<file path="src/rtl/bit_serial_adder_if.sv">
// Handshake and operand/result bundle for bit_serial_adder.
// BIT_SERIAL_ADDER_SUB_EN adds the sub select alongside the operands.
interface bit_serial_adder_if #(
   parameter int WIDTH = 8
);
   logic             start;
   logic [WIDTH-1:0] a;
   logic [WIDTH-1:0] b;
   logic             busy;
   logic             done;
   logic [WIDTH-1:0] sum;
   logic             cout;

`ifdef BIT_SERIAL_ADDER_SUB_EN
   logic             sub;

   modport master (output start, a, b, sub, input busy, done, sum, cout);
   modport slave  (input start, a, b, sub, output busy, done, sum, cout);
`else
   modport master (output start, a, b, input busy, done, sum, cout);
   modport slave  (input start, a, b, output busy, done, sum, cout);
`endif
endinterface

</file>
<file path="src/rtl/bit_serial_adder.sv">
// Bit-serial adder: one full-adder cell plus a registered carry, LSB first, start/done handshake.
// Optional macro BIT_SERIAL_ADDER_SUB_EN enables subtraction via bus.sub (two's complement).
module bit_serial_adder #(
   parameter int WIDTH = 8
) (
   input logic               clk,
   input logic               rst_n,
   bit_serial_adder_if.slave bus
);
   localparam int CW = $clog2(WIDTH + 1);

   localparam logic [1:0] IDLE  = 2'd0;
   localparam logic [1:0] SHIFT = 2'd1;
   localparam logic [1:0] DONE  = 2'd2;

   // Half-adder primitive, returns {carry, sum}
   function automatic logic [1:0] half_add(input logic x, input logic y);
      return {x & y, x ^ y};
   endfunction

   logic [1:0]       state_r;
   logic [WIDTH-1:0] sa_r;
   logic [WIDTH-1:0] sb_r;
   logic [WIDTH-1:0] sum_r;
   logic [CW-1:0]    cnt_r;
   logic             cy_r;
   logic             cout_r;
   logic             busy_r;
   logic             done_r;

   logic [1:0]       ha0_s;
   logic [1:0]       ha1_s;
   logic             fa_sum_s;
   logic             fa_cy_s;
   logic [WIDTH-1:0] sum_shift_s;
   logic [WIDTH-1:0] b_load_s;
   logic             cy_load_s;

   // Full-adder cell built from two half-adder stages and a carry OR
   always_comb begin
      ha0_s    = half_add(sa_r[0], sb_r[0]);
      ha1_s    = half_add(ha0_s[0], cy_r);
      fa_sum_s = ha1_s[0];
      fa_cy_s  = ha0_s[1] | ha1_s[1];
   end

   if (WIDTH == 1) begin : g_w1
      assign sum_shift_s = fa_sum_s;
   end else begin : g_wn
      assign sum_shift_s = {fa_sum_s, sum_r[WIDTH-1:1]};
   end

`ifdef BIT_SERIAL_ADDER_SUB_EN
   // Subtraction is a + ~b + 1: invert B and seed the carry
   assign b_load_s  = bus.sub ? ~bus.b : bus.b;
   assign cy_load_s = bus.sub;
`else
   assign b_load_s  = bus.b;
   assign cy_load_s = 1'b0;
`endif

   // Control FSM, operand shifters, carry and result registers
   always_ff @(posedge clk or negedge rst_n) begin
      if (!rst_n) begin
         state_r <= IDLE;
         sa_r    <= '0;
         sb_r    <= '0;
         sum_r   <= '0;
         cnt_r   <= '0;
         cy_r    <= 1'b0;
         cout_r  <= 1'b0;
         busy_r  <= 1'b0;
         done_r  <= 1'b0;
      end else begin
         case (state_r)
            IDLE: begin
               done_r <= 1'b0;
               if (bus.start) begin
                  sa_r    <= bus.a;
                  sb_r    <= b_load_s;
                  cy_r    <= cy_load_s;
                  cnt_r   <= '0;
                  busy_r  <= 1'b1;
                  state_r <= SHIFT;
               end
            end
            SHIFT: begin
               sa_r  <= sa_r >> 1;
               sb_r  <= sb_r >> 1;
               sum_r <= sum_shift_s;
               cy_r  <= fa_cy_s;
               cnt_r <= cnt_r + CW'(1);
               if (cnt_r == CW'(WIDTH - 1)) begin
                  cout_r  <= fa_cy_s;
                  done_r  <= 1'b1;
                  state_r <= DONE;
               end
            end
            DONE: begin
               done_r  <= 1'b0;
               busy_r  <= 1'b0;
               state_r <= IDLE;
            end
            default: begin
               done_r  <= 1'b0;
               busy_r  <= 1'b0;
               state_r <= IDLE;
            end
         endcase
      end
   end

   assign bus.busy = busy_r;
   assign bus.done = done_r;
   assign bus.sum  = sum_r;
   assign bus.cout = cout_r;
endmodule

</file>
<file path="src/flat_wrapper.sv">
// flat-port wrapper written by rule: the top's interface ports become plain ports
module bit_serial_adder_flat 
#(
   parameter int WIDTH = 8
)
  (clk, rst_n, bus_start, bus_a, bus_b, bus_busy, bus_done, bus_sum, bus_cout);
  bit_serial_adder_if #(.WIDTH(WIDTH)) bus_i ();
  input logic clk;
  input logic rst_n;
  input wire logic [$bits(bus_i.start)-1:0] bus_start;
  input wire logic [$bits(bus_i.a)-1:0] bus_a;
  input wire logic [$bits(bus_i.b)-1:0] bus_b;
  output wire logic [$bits(bus_i.busy)-1:0] bus_busy;
  output wire logic [$bits(bus_i.done)-1:0] bus_done;
  output wire logic [$bits(bus_i.sum)-1:0] bus_sum;
  output wire logic [$bits(bus_i.cout)-1:0] bus_cout;
  assign bus_i.start = bus_start;
  assign bus_i.a = bus_a;
  assign bus_i.b = bus_b;
  assign bus_busy = bus_i.busy;
  assign bus_done = bus_i.done;
  assign bus_sum = bus_i.sum;
  assign bus_cout = bus_i.cout;
  bit_serial_adder #(.WIDTH(WIDTH)) u_core (.clk(clk), .rst_n(rst_n), .bus(bus_i));
endmodule
</file>
<file path="config.mk">
export PLATFORM = sky130hd
export DESIGN_NAME = bit_serial_adder_flat
export DESIGN_NICKNAME = d
export VERILOG_FILES = /design/src/rtl/bit_serial_adder_if.sv /design/src/rtl/bit_serial_adder.sv /design/src/flat_wrapper.sv
export SDC_FILE = /design/constraint.sdc
export NUM_CORES = 1
export LEC_CHECK = 0
export CAP_MARGIN = 20
export CORE_ASPECT_RATIO = 1.5
export CORE_MARGIN = 2
export CORE_UTILIZATION = 49
export CTS_CLUSTER_DIAMETER = 200
export DETAILED_ROUTE_END_ITERATION = 10
export GPL_TIMING_DRIVEN = 1
export PLACE_DENSITY = 0.77
export SLEW_MARGIN = 25
export SYNTH_ARGS = -nofsm -noshare
export SYNTH_HDL_FRONTEND = slang
export SYNTH_SLANG_ARGS = --single-unit
</file>
<file path="constraint.sdc">
create_clock -name clk -period 1.7 [get_ports clk]
set_clock_uncertainty 0.1 [all_clocks]
set_input_delay 0.255 -clock clk [delete_from_list [all_inputs] [get_ports clk]]
set_output_delay 0.255 -clock clk [all_outputs]
set_load 0.01 [all_outputs]
</file>
# Word-level counts from Yosys, hierarchy flattened
# Cells that the tools add are included.
# classes
addsub,1
eq_ne,4
mux,15
bitwise,6
n_reduce_logical,6
# op_table
operator,count
one-hot mux 8 bit (2 select lines),2
two-way mux 8 bit,2
one-hot mux 4 bit (2 select lines),1
AND reduction 2 bit,4
"adder 4 x 1 -> 4 bit, second input constant",1
"== test 4 x 3 -> 1 bit, second input constant",1
two-way mux 1 bit,4
two-way mux 2 bit,2
two-way mux 4 bit,1
one-hot mux 1 bit (2 select lines),2
one-hot mux 2 bit (2 select lines),1
bitwise AND 1 bit,2
"== test 2 x 1 -> 1 bit, second input constant",1
zero test 2 bit,1
"!= test 2 x 1 -> 1 bit, second input constant",1
"!= test 2 bit, second input constant",1
nonzero test 2 bit,1
XOR 1 bit,2
inverter 1 bit,1
bitwise OR 1 bit,1
# word_totals
ff_bits,34
input_bits,19
out_inout_bits,11
word_cells,41

# Depth between registers and ports, before layout
# Gate-level depths: netlist of run 1.
# depth
word_depth,4
ltp_mapped,5
mapped_depth_nobuf,4

# Worst setup path before layout of run 1
# Ideal clock, no wire load.
# synth_timing
kind,reg2reg
from,register u_core.cnt_r[0]
to,register u_core.cout_r (netlist: u_core.bus.cout)
setup_ns,0.125
t_arrival_ns,1.221
required_ns,1.475
slack_ns,0.253
stages_incl_launch_ff,5
path_buffers,0
period_less_slack_ns,1.447
cell_sequence,dfrtp_1 > ha_1 > and3b_1 > and2_4 > mux2_4
# synth_via
elab_chain_cells,2
# synth_lines
element,line_no,rtl
from (decl),bit_serial_adder.sv:25,logic [CW-1:0] cnt_r;
from (signal assigned),bit_serial_adder.sv:92,cnt_r <= cnt_r + CW'(1);
== test 4 x 3 -> 1 bit,bit_serial_adder.sv:93,if (cnt_r == CW'(WIDTH - 1)) begin
AND reduction 2 bit (no line),--,
to (signal assigned),bit_serial_adder.sv:94,cout_r <= fa_cy_s;
to (decl),bit_serial_adder.sv:27,logic cout_r;
# Every way passes these cells.
# A chain may end at the register's enable or synchronous reset.

# Worst setup path after layout of run 1
# layout_timing
from,register u_core.sum_r[4] (netlist: u_core.bus.sum[4])
to,output port bus_sum[4]
# layout_lines
element,line_no,rtl
from (decl),bit_serial_adder.sv:24,logic [WIDTH-1:0] sum_r;
from (signal assigned),bit_serial_adder.sv:90,sum_r <= sum_shift_s;
to (decl),flat_wrapper.sv:15,output wire logic [$bits(bus_i.sum)-1:0] bus_sum;
# No word-level cell between the ends.

==> results.sh, run 1 <==
export IMPL_outcome="completed"
export IMPL_power_total_mw=3.333
export IMPL_io_pin_count=30
export IMPL_leakage_nw=0.8707
export IMPL_power_density_nw_per_um2=1755
export IMPL_clock_path_buffers=2
export IMPL_path_buf_inv=1
export IMPL_synth_edf_count=0
export IMPL_num_fill_cells=243
export IMPL_clock_latency_ns=0.29
export IMPL_fmaxAchievable_mhz=633.0
export IMPL_ys_seq_area_share_pct=58.87
export IMPL_drt_pass1_iter_count=5
export IMPL_arrival_ns=1.22
export IMPL_ys_warn_count=0
export IMPL_crit_path_cell_trace="clkdlybuf4s50_1"
export IMPL_rr_startpoint="u_core.state_r[0]$_DFFE_PN0P_"
export IMPL_cts_setup_buffers=0
export IMPL_start_kind="register"
export IMPL_syn_to_final_growth_pct=31.43
export IMPL_placedInstanceArea_sq_um=1817
export IMPL_top_layer="met4"
export IMPL_drc=0
export IMPL_syn_area_sq_um=1445
export IMPL_slew_violations=0
export IMPL_antenna_found_initial=0
export IMPL_vias_per_cell=5.324
export IMPL_crit_required_ns=1.34
export IMPL_antenna_cells=0
export IMPL_synth_distinct_cells=23
export IMPL_ys_ff_latch=34
export IMPL_synth_ff_type="dfrtp_1"
export IMPL_hold_violations=0
export IMPL_syn_inst=139
export IMPL_port_buffers=29
export IMPL_grt_pass1_vias=1139
export IMPL_final_util_pct=66.58
export IMPL_ant_nets=0
export IMPL_most_common_layout_cells="nand2_1, dfrtp_1, clkdlybuf4s50_1, a22oi_1, o21ai_1"
export IMPL_wl_met1_um=1185
export IMPL_period_share_pct=92.93
export IMPL_wl_per_cell_um=13.85
export IMPL_gp_congestion=0.7310
export IMPL_cpLargestDelayFamily="buffers and inverters"
export IMPL_dr_wl_met2_um=1529
export IMPL_cts_resized=0
export IMPL_end_kind="primary output"
export IMPL_hold_slack_ns=0.2688
export IMPL_finalCriticalPeriod_ns=1.580
export IMPL_cts_num_sinks=34
export IMPL_die_width_um=48.34
export IMPL_slew_headroom_pct=69.31
export IMPL_crit_type="register to primary output"
export IMPL_syn_nets=160
export IMPL_cts_buffers=5
export IMPL_hp_class="input pin to asynchronous set/reset pin"
export IMPL_die_h_um=70.51
export IMPL_core_area_sq_um=2853
export IMPL_drt_iter0_drc=45
export IMPL_final_common_cell="nand2_1"
export IMPL_htree_levels=2
export IMPL_vias=1134
export IMPL_tightest_slew_ns=0.4603
export IMPL_die_area_sq_um=3408
export IMPL_dp_hpwl_um=2087
export IMPL_dpl_cell_count=207
export IMPL_track_usage_pct=20.28
export IMPL_cpPeakStageDelay_ns=0.55
export IMPL_crit_slowest_cell="clkdlybuf4s50_1"
export IMPL_grt_ovfl_total=0
export IMPL_cts_hold_buf=0
export IMPL_start_util_pct=50.66
export IMPL_grt_start_max_net_pins=35
export IMPL_max_vdd_ir_drop_uv=996.2
export IMPL_cts_tree="yes"
export IMPL_num_rows=24
export IMPL_clkTransAtPathRegs_ns=0.06
export IMPL_path_max_fanout=3
export IMPL_syn_avg_cell_area_sq_um=10.40
export IMPL_wl_met3_um=157
export IMPL_design_area_sq_um=1899
export IMPL_startpoint="u_core.bus.sum[4]$_DFFE_PN0P_"
export IMPL_grt_pass1_wl_um=5216
export IMPL_async_flop_share_pct=100.0
export IMPL_clockRootBuffer="clkbuf_8"
export IMPL_setup_violations=0
export IMPL_rsz0062_at_grt="no"
export IMPL_final_nets=196
export IMPL_wl_um=2951
export IMPL_final_cells=213
export IMPL_cap_violations=0
export IMPL_drive_gt1_share_pct=10.92
cell families (layout without fill, tap and decap cells):
family / Yosys count / after routing / share of synthesized area, %
and+or+nand+nor: 56 / 56 / 16.80
muxes: 2 / 2 / 1.818
DFF: 34 / 34 / 58.87
AOI/OAI and AO/OA: 36 / 36 / 16.97
adders and majority gates: 2 / 2 / 2.251
buffers and inverters: 9 / 44 / 3.290
path summary, 6_finish.rpt:
kind	endpoint	slack, ns	cells after the start
max in group asynchronous	u_core.sb_r[5]$_DFFE_PN0P_	0.92	2
worst min register to register	u_core.bus.sum[0]$_DFFE_PN0P_	0.38	2
worst min-delay path	u_core.bus.sum[0]$_DFFE_PN0P_	0.27	2
min in group clk	u_core.bus.sum[0]$_DFFE_PN0P_	0.38	2
worst max register to register	u_core.sa_r[7]$_DFFE_PN0P_	0.15	3
worst max-delay path	bus_sum[4]	0.12	1
layout make-up:
type	instances	area, sq um	share of cell area (%)
tap	39	48.80	2.569
sequential	34	850.8	44.80
clock buffer	6	82.58	4.348
timing repair buffer	38	370.4	19.50
multi-input combinational	96	546.8	28.79
per-stage QoR:
stage | setup WS [ns] | setup TNS [ns]
after global placement | 0.05336 | 0
after detailed placement | -0.0007399 | -0.0007399
final | 0.1201 | 0
after global routing | 0.03804 | 0
after floorplan | 0.2534 | 0
after CTS | 0.1052 | 0
power by group:
| part | switching (mW) | leakage, nW | internal [mW] |
|---|---|---|---|
| logic | 0.648 | 0.387 | 0.706 |
| clock network | 0.276 | 0.0431 | 0.312 |
| registers | 0.253 | 0.440 | 1.14 |
Yosys cell counts (2+ instances only):
cell type	count	share of area [%]
a21oi_1	2	0.69
a22o_1	5	3.0
a22oi_1	13	6.8
and3b_1	2	1.2
buf_2	5	1.7
buf_4	2	1.0
clkbuf_1	2	0.52
dfrtp_1	34	59
nand2_1	40	10
nand3_1	3	1.0
nor2_1	5	1.3
nor2b_1	2	0.87
o21ai_0	3	1.0
o21ai_1	12	4.2
registers in the layout (all words and copies together), names as in the netlist:
register / count
u_core.sb_r: 8
u_core.cy_r: 1
u_core.cnt_r: 4
u_core.bus.cout: 1
u_core.state_r: 2
u_core.bus.done: 1
u_core.bus.sum: 8
u_core.bus.busy: 1
u_core.sa_r: 8
layer usage:
| metal | up-vias | track usage, % |
|---|---|---|
| li1 | 543 | - |
| met1 | 549 | 22.67 |
| met2 | 35 | 33.95 |
| met3 | 7 | 6.197 |
| met4 | 0 | 12.06 |
| met5 | - | 0 |
Note: power is estimated with default switching activity, not from simulation.
==> inputs of run 2 (changes only) <==
GPL_ROUTABILITY_DRIVEN = 1   (was default)
==> results of run 2 <==
No change in the layout: final DEF, timing and power equal those of run 1.
